### config.mk
export PLATFORM = sky130hd
export DESIGN_NAME = mips_lsu
export DESIGN_NICKNAME = d
export VERILOG_FILES = /design/src/rtl/mips_lsu.sv
export SDC_FILE = /design/constraint.sdc
export NUM_CORES = 1
export LEC_CHECK = 0
export CAP_MARGIN = 20
export CELL_PAD_IN_SITES_DETAIL_PLACEMENT = 1
export CELL_PAD_IN_SITES_GLOBAL_PLACEMENT = 1
export CORE_MARGIN = 2
export CORE_UTILIZATION = 25
export CTS_BUF_LIST = sky130_fd_sc_hd__clkbuf_2 sky130_fd_sc_hd__clkbuf_4 sky130_fd_sc_hd__clkbuf_8
export DETAILED_ROUTE_END_ITERATION = 16
export PLACE_DENSITY_LB_ADDON = 0.1
export SLEW_MARGIN = 20
export SYNTH_ARGS = -nofsm -noshare
export SYNTH_HDL_FRONTEND = slang
export SYNTH_SLANG_ARGS = --single-unit
### constraint.sdc
create_clock -name clk -period 6.9 [get_ports clk]
set_input_delay 1.38 -clock clk [delete_from_list [all_inputs] [get_ports clk]]
set_output_delay 1.38 -clock clk [all_outputs]
set_load 0.05 [all_outputs]
### src/rtl/mips_lsu.sv
// Load/store unit for the multicycle MIPS core.
// The core issues one request at a time. This unit sends it to data memory
// over the Address/MemRead/MemWrite channel, extracts and extends load data,
// and holds the response in a register until the core accepts it. Misaligned
// or unsupported sizes are answered with an error and never reach memory.
//
// state  | meaning
// -------+-----------------------------------------------------------
// IDLE   | ready for a request; latch fields and check for errors
// REQ    | memory request driven, waiting for Mem_Req_Ack
// RDW    | load issued, waiting for Read_data_Valid
// RESP   | response presented, waiting for resp_ready
module mips_lsu #(
    parameter int ADDR_W = 32,
    parameter int DATA_W = 32,
    parameter int CNT_W  = 32
) (
    input  logic                clk,
    input  logic                rst,
    input  logic                req_valid,
    output logic                req_ready,
    input  logic                req_we,
    input  logic [1:0]          req_size,
    input  logic                req_signed,
    input  logic [ADDR_W-1:0]   req_addr,
    input  logic [DATA_W-1:0]   req_wdata,
    output logic                resp_valid,
    input  logic                resp_ready,
    output logic [DATA_W-1:0]   resp_rdata,
    output logic                resp_err,
    output logic [ADDR_W-1:0]   Address,
    output logic                MemWrite,
    output logic [DATA_W-1:0]   Write_data,
    output logic [DATA_W/8-1:0] Write_strb,
    output logic                MemRead,
    input  logic                Mem_Req_Ack,
    input  logic [DATA_W-1:0]   Read_data,
    input  logic                Read_data_Valid,
    output logic                Read_data_Ack,
    output logic [CNT_W-1:0]    perf_req_cnt,
    output logic [CNT_W-1:0]    perf_wait_cnt,
    output logic [CNT_W-1:0]    perf_err_cnt
);
    localparam int NB = DATA_W / 8;
    localparam int OW = $clog2(NB);

    typedef enum logic [3:0] {
        S_IDLE = 4'b0001,
        S_REQ  = 4'b0010,
        S_RDW  = 4'b0100,
        S_RESP = 4'b1000
    } state_t;

    state_t state_q, state_d;

    logic              we_q;
    logic              sgn_q;
    logic              err_q;
    logic [1:0]        size_q;
    logic [ADDR_W-1:0] addr_q;
    logic [DATA_W-1:0] wdata_q;
    logic [DATA_W-1:0] rdata_q;
    logic [OW-1:0]     off_q;

    logic              accept;
    logic              req_err;
    logic [2:0]        align_mask;
    logic [DATA_W-1:0] rd_shift;
    logic [DATA_W-1:0] ld_ext;
    logic              sign_bit;
    logic [NB-1:0]     lane_strb;
    logic              wait_inc;

    function automatic int size_bytes(input logic [1:0] s);
        case (s)
            2'd0:    return 1;
            2'd1:    return 2;
            2'd2:    return 4;
            default: return 8;
        endcase
    endfunction

    assign accept = (state_q == S_IDLE) && req_valid;
    assign off_q  = addr_q[OW-1:0];

    // Error check on the incoming request: size wider than the bus or address not size-aligned
    always_comb begin
        align_mask = 3'b000;
        case (req_size)
            2'd0:    align_mask = 3'b000;
            2'd1:    align_mask = 3'b001;
            2'd2:    align_mask = 3'b011;
            default: align_mask = 3'b111;
        endcase
        req_err = ({1'b0, req_size} > 3'(OW)) || (|(req_addr[2:0] & align_mask));
    end

    // State register
    always_ff @(posedge clk or posedge rst) begin
        if (rst) state_q <= S_IDLE;
        else     state_q <= state_d;
    end

    // Next-state logic
    always_comb begin
        state_d = state_q;
        case (state_q)
            S_IDLE: if (req_valid)       state_d = req_err ? S_RESP : S_REQ;
            S_REQ:  if (Mem_Req_Ack)     state_d = we_q ? S_RESP : S_RDW;
            S_RDW:  if (Read_data_Valid) state_d = S_RESP;
            S_RESP: if (resp_ready)      state_d = S_IDLE;
            default:                     state_d = S_IDLE;
        endcase
    end

    // Byte-lane enables covering 2^size bytes starting at the latched offset
    always_comb begin
        lane_strb = '0;
        for (int i = 0; i < NB; i++) begin
            if (i >= int'(off_q) && i < int'(off_q) + size_bytes(size_q))
                lane_strb[i] = 1'b1;
        end
    end

    // Outputs, decoded from registered state and latched request fields
    always_comb begin
        req_ready     = (state_q == S_IDLE);
        resp_valid    = (state_q == S_RESP);
        Read_data_Ack = (state_q == S_RDW);
        MemWrite      = 1'b0;
        MemRead       = 1'b0;
        Address       = '0;
        Write_strb    = '0;
        Write_data    = '0;
        if (state_q == S_REQ) begin
            MemWrite = we_q;
            MemRead  = !we_q;
            Address  = {addr_q[ADDR_W-1:OW], {OW{1'b0}}};
            if (we_q) begin
                Write_strb = lane_strb;
                Write_data = wdata_q << {off_q, 3'b000};
            end
        end
    end

    // Load data: right-justify the addressed bytes, then sign- or zero-extend
    always_comb begin
        rd_shift = Read_data >> {off_q, 3'b000};
        case (size_q)
            2'd0:    sign_bit = rd_shift[7];
            2'd1:    sign_bit = rd_shift[15];
            2'd2:    sign_bit = rd_shift[31];
            default: sign_bit = rd_shift[DATA_W-1];
        endcase
        ld_ext = '0;
        for (int i = 0; i < DATA_W; i++) begin
            ld_ext[i] = (i < 8 * size_bytes(size_q)) ? rd_shift[i] : (sgn_q & sign_bit);
        end
    end

    // Request field latch and registered response buffer
    always_ff @(posedge clk or posedge rst) begin
        if (rst) begin
            we_q    <= 1'b0;
            sgn_q   <= 1'b0;
            err_q   <= 1'b0;
            size_q  <= 2'd0;
            addr_q  <= '0;
            wdata_q <= '0;
            rdata_q <= '0;
        end else if (accept) begin
            we_q    <= req_we;
            sgn_q   <= req_signed;
            err_q   <= req_err;
            size_q  <= req_size;
            addr_q  <= req_addr;
            wdata_q <= req_wdata;
            rdata_q <= '0;
        end else if (state_q == S_RDW && Read_data_Valid) begin
            rdata_q <= ld_ext;
        end
    end

    assign resp_rdata = rdata_q;
    assign resp_err   = err_q;

    assign wait_inc = ((state_q == S_REQ) && !Mem_Req_Ack) ||
                      ((state_q == S_RDW) && !Read_data_Valid);

    // Performance counters; errors are counted on the IDLE->RESP transition
    always_ff @(posedge clk or posedge rst) begin
        if (rst) begin
            perf_req_cnt  <= '0;
            perf_wait_cnt <= '0;
            perf_err_cnt  <= '0;
        end else begin
            if (accept)            perf_req_cnt  <= perf_req_cnt + CNT_W'(1);
            if (wait_inc)          perf_wait_cnt <= perf_wait_cnt + CNT_W'(1);
            if (accept && req_err) perf_err_cnt  <= perf_err_cnt + CNT_W'(1);
        end
    end

endmodule
==> key figures <==
Status
  • Status: complete, no violations

Floorplan
  • Initial Util: 25.22%
  • Row cnt: 72
  • Die ar.: a little over 40,000 µm²
  • Core Region: 38,470 µm²
  • I/O Pins: 308
  • Overall die width: 201.0 µm
  • Die Height: 201.0 µm

Placed design
  • Gpl congestion: 0.7629
  • Place WS: 2.252 ns
  • Count of input and output buffers: ~310
  • HPWL Detailed: 24,850 µm

Worst setup path
  • Buffers & Inverters on Critical Path: 2
  • Worst reg-to-reg setup slack: 3.76 ns
  • Critical Path Source Type: flop
  • Critical R2R Launch: state_q[2]$_DFFE_PP0P_
  • Kind of cell adding the most delay to the critical path: simple AND/OR/NAND/NOR gates
  • Crit end category: primary output
  • Reg2reg end: resp_rdata[25]$_DFFE_PP0P_
  • CP Class: flop to primary output
  • CP arrival: 3.80 ns
  • R2R cell count: 5
  • CP max stage delay: 0.80 ns
  • Required time worst endpoint: 5.52 ns
  • Cell breakdown of the critical path: nor4b_4, buf_4, nand3_1, nor2_1, and2_1, clkdlybuf4s50_1
  • Slowest cell on crit path: clkdlybuf4s50_1
  • CP max FO: 34

Min path
  • WHS Path Cells: 2
  • Hold endpoint: wdata_q[25]$_DFFE_PP0P_
  • Worst min-delay path class: flop to flop
  • Start point of the worst hold path: wdata_q[25]$_DFFE_PP0P_

Timing
  • Setup TNS: 0 ns
  • Slew headroom: between 20 and 30%
  • Period utilization: 75.04%
  • Finish-stage setup viols: 0
  • Final worst slack: 1.722 ns
  • Unrepaired setup endpoints after global routing: no
  • Crit path time final: about 5.2 ns
  • Final Max Slew Viols: 0
  • Worst Tran Pin Value: 1.069 ns
  • Maximum clock rate: 0.1931 GHz
  • Worst clock skew: 0.02822 ns
  • Hold Vio Cnt, Final: 0

GRT
  • Wire length of the first global-routing pass: around 55,000 µm
  • Total track usage: between 10% and 20%
  • Number of global-route vias before repair: approximately 9,000
  • Grt ovf: 0
  • Largest net degree at the start of global routing: ~120
  • Initial antenna violation count: 5

Clock network
  • Hold buffers post-CTS: 0
  • CTS tree: built
  • Setup bufs post-CTS: 0
  • Clock buffer depth: 3
  • H-tree level count: 2
  • Root Driver: clkbuf_8
  • CTS resizes: 0
  • Number of clock sinks: 201
  • Inserted Clock Buffers: 42
  • Clk pin slew, worst setup/hold paths: 0.06 ns
  • Clock latency on the worst-skew pair: 0.59 ns

Synth
  • Yosys reg bits: between 200 and 250
  • Async SR Flop Fraction: 100.0%
  • Most used DFF post-synth: dfrtp_1
  • Post-Syn Instances: approximately 1,000
  • Syn_area_per_cell: 9.672 µm²
  • Unique masters post-synth: 57
  • Post-synthesis sequential area ratio: 51.86%
  • Number of synthesized flops with an enable pin: 0
  • Post-synthesis cell area: 9701 µm²
  • Ys Warns: 0

Power
  • VDD IR-drop max: roughly 220 µV
  • Pint: 2798 µW
  • Clock network power share: a little under 30%
  • Psw: roughly 1800 µW
  • Comb pwr share: 34.4%
  • Leakage: 0.006236 µW
  • Pwr Density: between 300 and 400 nW/µm²
  • Reg power frac: 36.6%
  • Switching part of the total power: 39.64%

Route
  • WL per Instance: 18.78 µm
  • Initial drt markers: ~240
  • Via count: about 8,500
  • Drt first pass iters: 4
  • Vias per cell: 4.572
  • Antenna violation net count after detailed routing: 0
  • DRC Markers: 0
  • Total wire length: 34,950 µm

Layout
  • Layout cell share with drive strength beyond 1: 8.799%
  • P&R area growth vs syn: 46.19%
  • Final nets: 1,423
  • Final core utilization: 36.87%

Run
  • Max Cap Viol: 0
[sequential cells by signal (all words and copies together), names as in the netlist, 2 cells and up]
signal and flops:
size_q 2, addr_q 32, resp_rdata 32, state_q 4, perf_err_cnt 32, perf_req_cnt 32
perf_wait_cnt 32, wdata_q 32
[per-layer routing]
layer | share of wire, % | global-route usage (%) | up-vias
met1 | 44 | 22.40 | 4232
met3 | 7.0 | 5.519 | 52
met4 | 2.0 | 5.397 | 4
li1 | - | - | 4005
met5 | 0.077 | 0 | -
met2 | 46 | 27.78 | 215
[cells in the mapped netlist, types with 2 or more instances]
master | n | area (µm²)
nor3_1 | 14 | 70.07
and2_1 | 42 | 262.8
dfrtp_1 | 200 | 5005
nor3b_1 | 2 | 15.01
xnor2_1 | 69 | 604.3
a32o_1 | 7 | 70.07
o21ai_0 | 18 | 90.09
nor2_2 | 2 | 12.51
nand2b_4 | 2 | 27.53
buf_2 | 8 | 40.04
nor4b_2 | 2 | 30.03
a21oi_1 | 18 | 90.09
and4_1 | 11 | 96.34
nor2b_1 | 17 | 106.4
xnor2_2 | 2 | 32.53
inv_1 | 13 | 48.80
nand3_1 | 33 | 165.2
nor4_1 | 7 | 43.79
nor2_1 | 53 | 198.9
buf_4 | 3 | 22.52
mux2i_1 | 24 | 240.2
a211oi_1 | 18 | 135.1
and3_1 | 14 | 87.58
or4_4 | 2 | 22.52
a221o_1 | 16 | 160.2
nand2b_1 | 3 | 18.77
clkbuf_1 | 27 | 101.4
a211o_1 | 7 | 61.31
or4_1 | 2 | 15.01
mux2_2 | 10 | 112.6
nand2_1 | 271 | 1017
or2_2 | 3 | 18.77
xor2_1 | 22 | 192.7
ha_1 | 5 | 62.56
o211ai_1 | 2 | 15.01
buf_1 | 12 | 45.04
nand4_1 | 22 | 137.6
[power groups by stage]
stage          Clock, µW  Sequential (µW)  Combinational, µW
2_1_floorplan          0             1780                964
3_3_place_gp           0             1710               1600
3_5_place_dp           0             1720               1620
4_1_cts             1410             1700               1630
5_1_grt             1470             1740               1770
6_report            1340             1700               1590
[layout by cell type (no fill, tap or decap), types with 5 or more instances in the layout]
master and n:
a211o_1 7, o21ai_0 18, nand4_1 22, and2_1 41
clkdlybuf4s50_1 305, nor2b_1 17, clkbuf_8 54, clkbuf_4 17
a21oi_1 18, xnor2_1 69, a221o_1 16, and3_1 14
inv_1 12, a211oi_1 18, nand3_1 33, ha_1 5
and4_1 11, buf_4 9, xor2_1 22, mux2_2 10
nor2_1 52, mux2i_1 24, nor3_1 14, nand2_1 271
dfrtp_1 198, a32o_1 7, nor4_1 7
[worst min-delay path, cell delays in order, from the launching register on]
cell	delay, ns
dfrtp_1	0.33
nand2_1	0.05
nand2_1	0.05
[cell families (layout without fill, tap and decap cells)]
| kind of cell | count (synthesis) | in the layout | share of synthesized area [%] |
|---|---|---|---|
| mux | 35 | 35 | 3.869 |
| buf+inv | 64 | 401 | 2.773 |
| simple gates | 511 | 511 | 25.14 |
| fa+ha+maj | 6 | 6 | 0.8513 |
| xor+xnor | 93 | 93 | 8.551 |
| compound gates | 92 | 92 | 6.914 |
| flops | 201 | 201 | 51.86 |
| other cells | 1 | 4 | 0.03866 |
[worst max-delay path by stage]
| stage | start | end | cells after the start |
|---|---|---|---|
| global placement | state_q[3]$_DFFE_PP0P_ | Write_data[7] | 6 |
| CTS | state_q[1]$_DFFE_PP0P_ | Write_data[5] | 6 |
| finish | state_q[1]$_DFFE_PP0P_ | Write_data[5] | 6 |
| global route | state_q[1]$_DFFE_PP0P_ | Write_data[5] | 6 |
| detailed placement | state_q[1]$_DFFE_PP0P_ | Write_data[5] | 6 |
| floorplan | rst | addr_q[0]$_DFFE_PP0P_ | 1 |
[through the flow]
stage,hold slack [ns],cell area (µm²),power (µW),cells
2_1_floorplan,0.4374,9704,2743,1004
3_3_place_gp,0.4499,13280,3316,1785
3_5_place_dp,0.4544,13280,3340,1785
4_1_cts,0.4681,14180,4739,1859
5_1_grt,0.4864,14180,4978,1860
6_report,0.4606,14180,4635,1861
[layout make-up]
cell class | count | area (µm²)
Tap cell | 518 | 648.1
Antenna cell | 2 | 5.005
Sequential cell | 201 | 5034
Multi-Input combinational cell | 739 | 4423
Fill cell | 4367 | 24290
Clock buffer | 71 | 870.8
Timing Repair Buffer | 314 | 3120
Inverter | 13 | 56.30
Clock inverter | 3 | 23.77
Note: power is estimated with default switching activity, not from simulation.
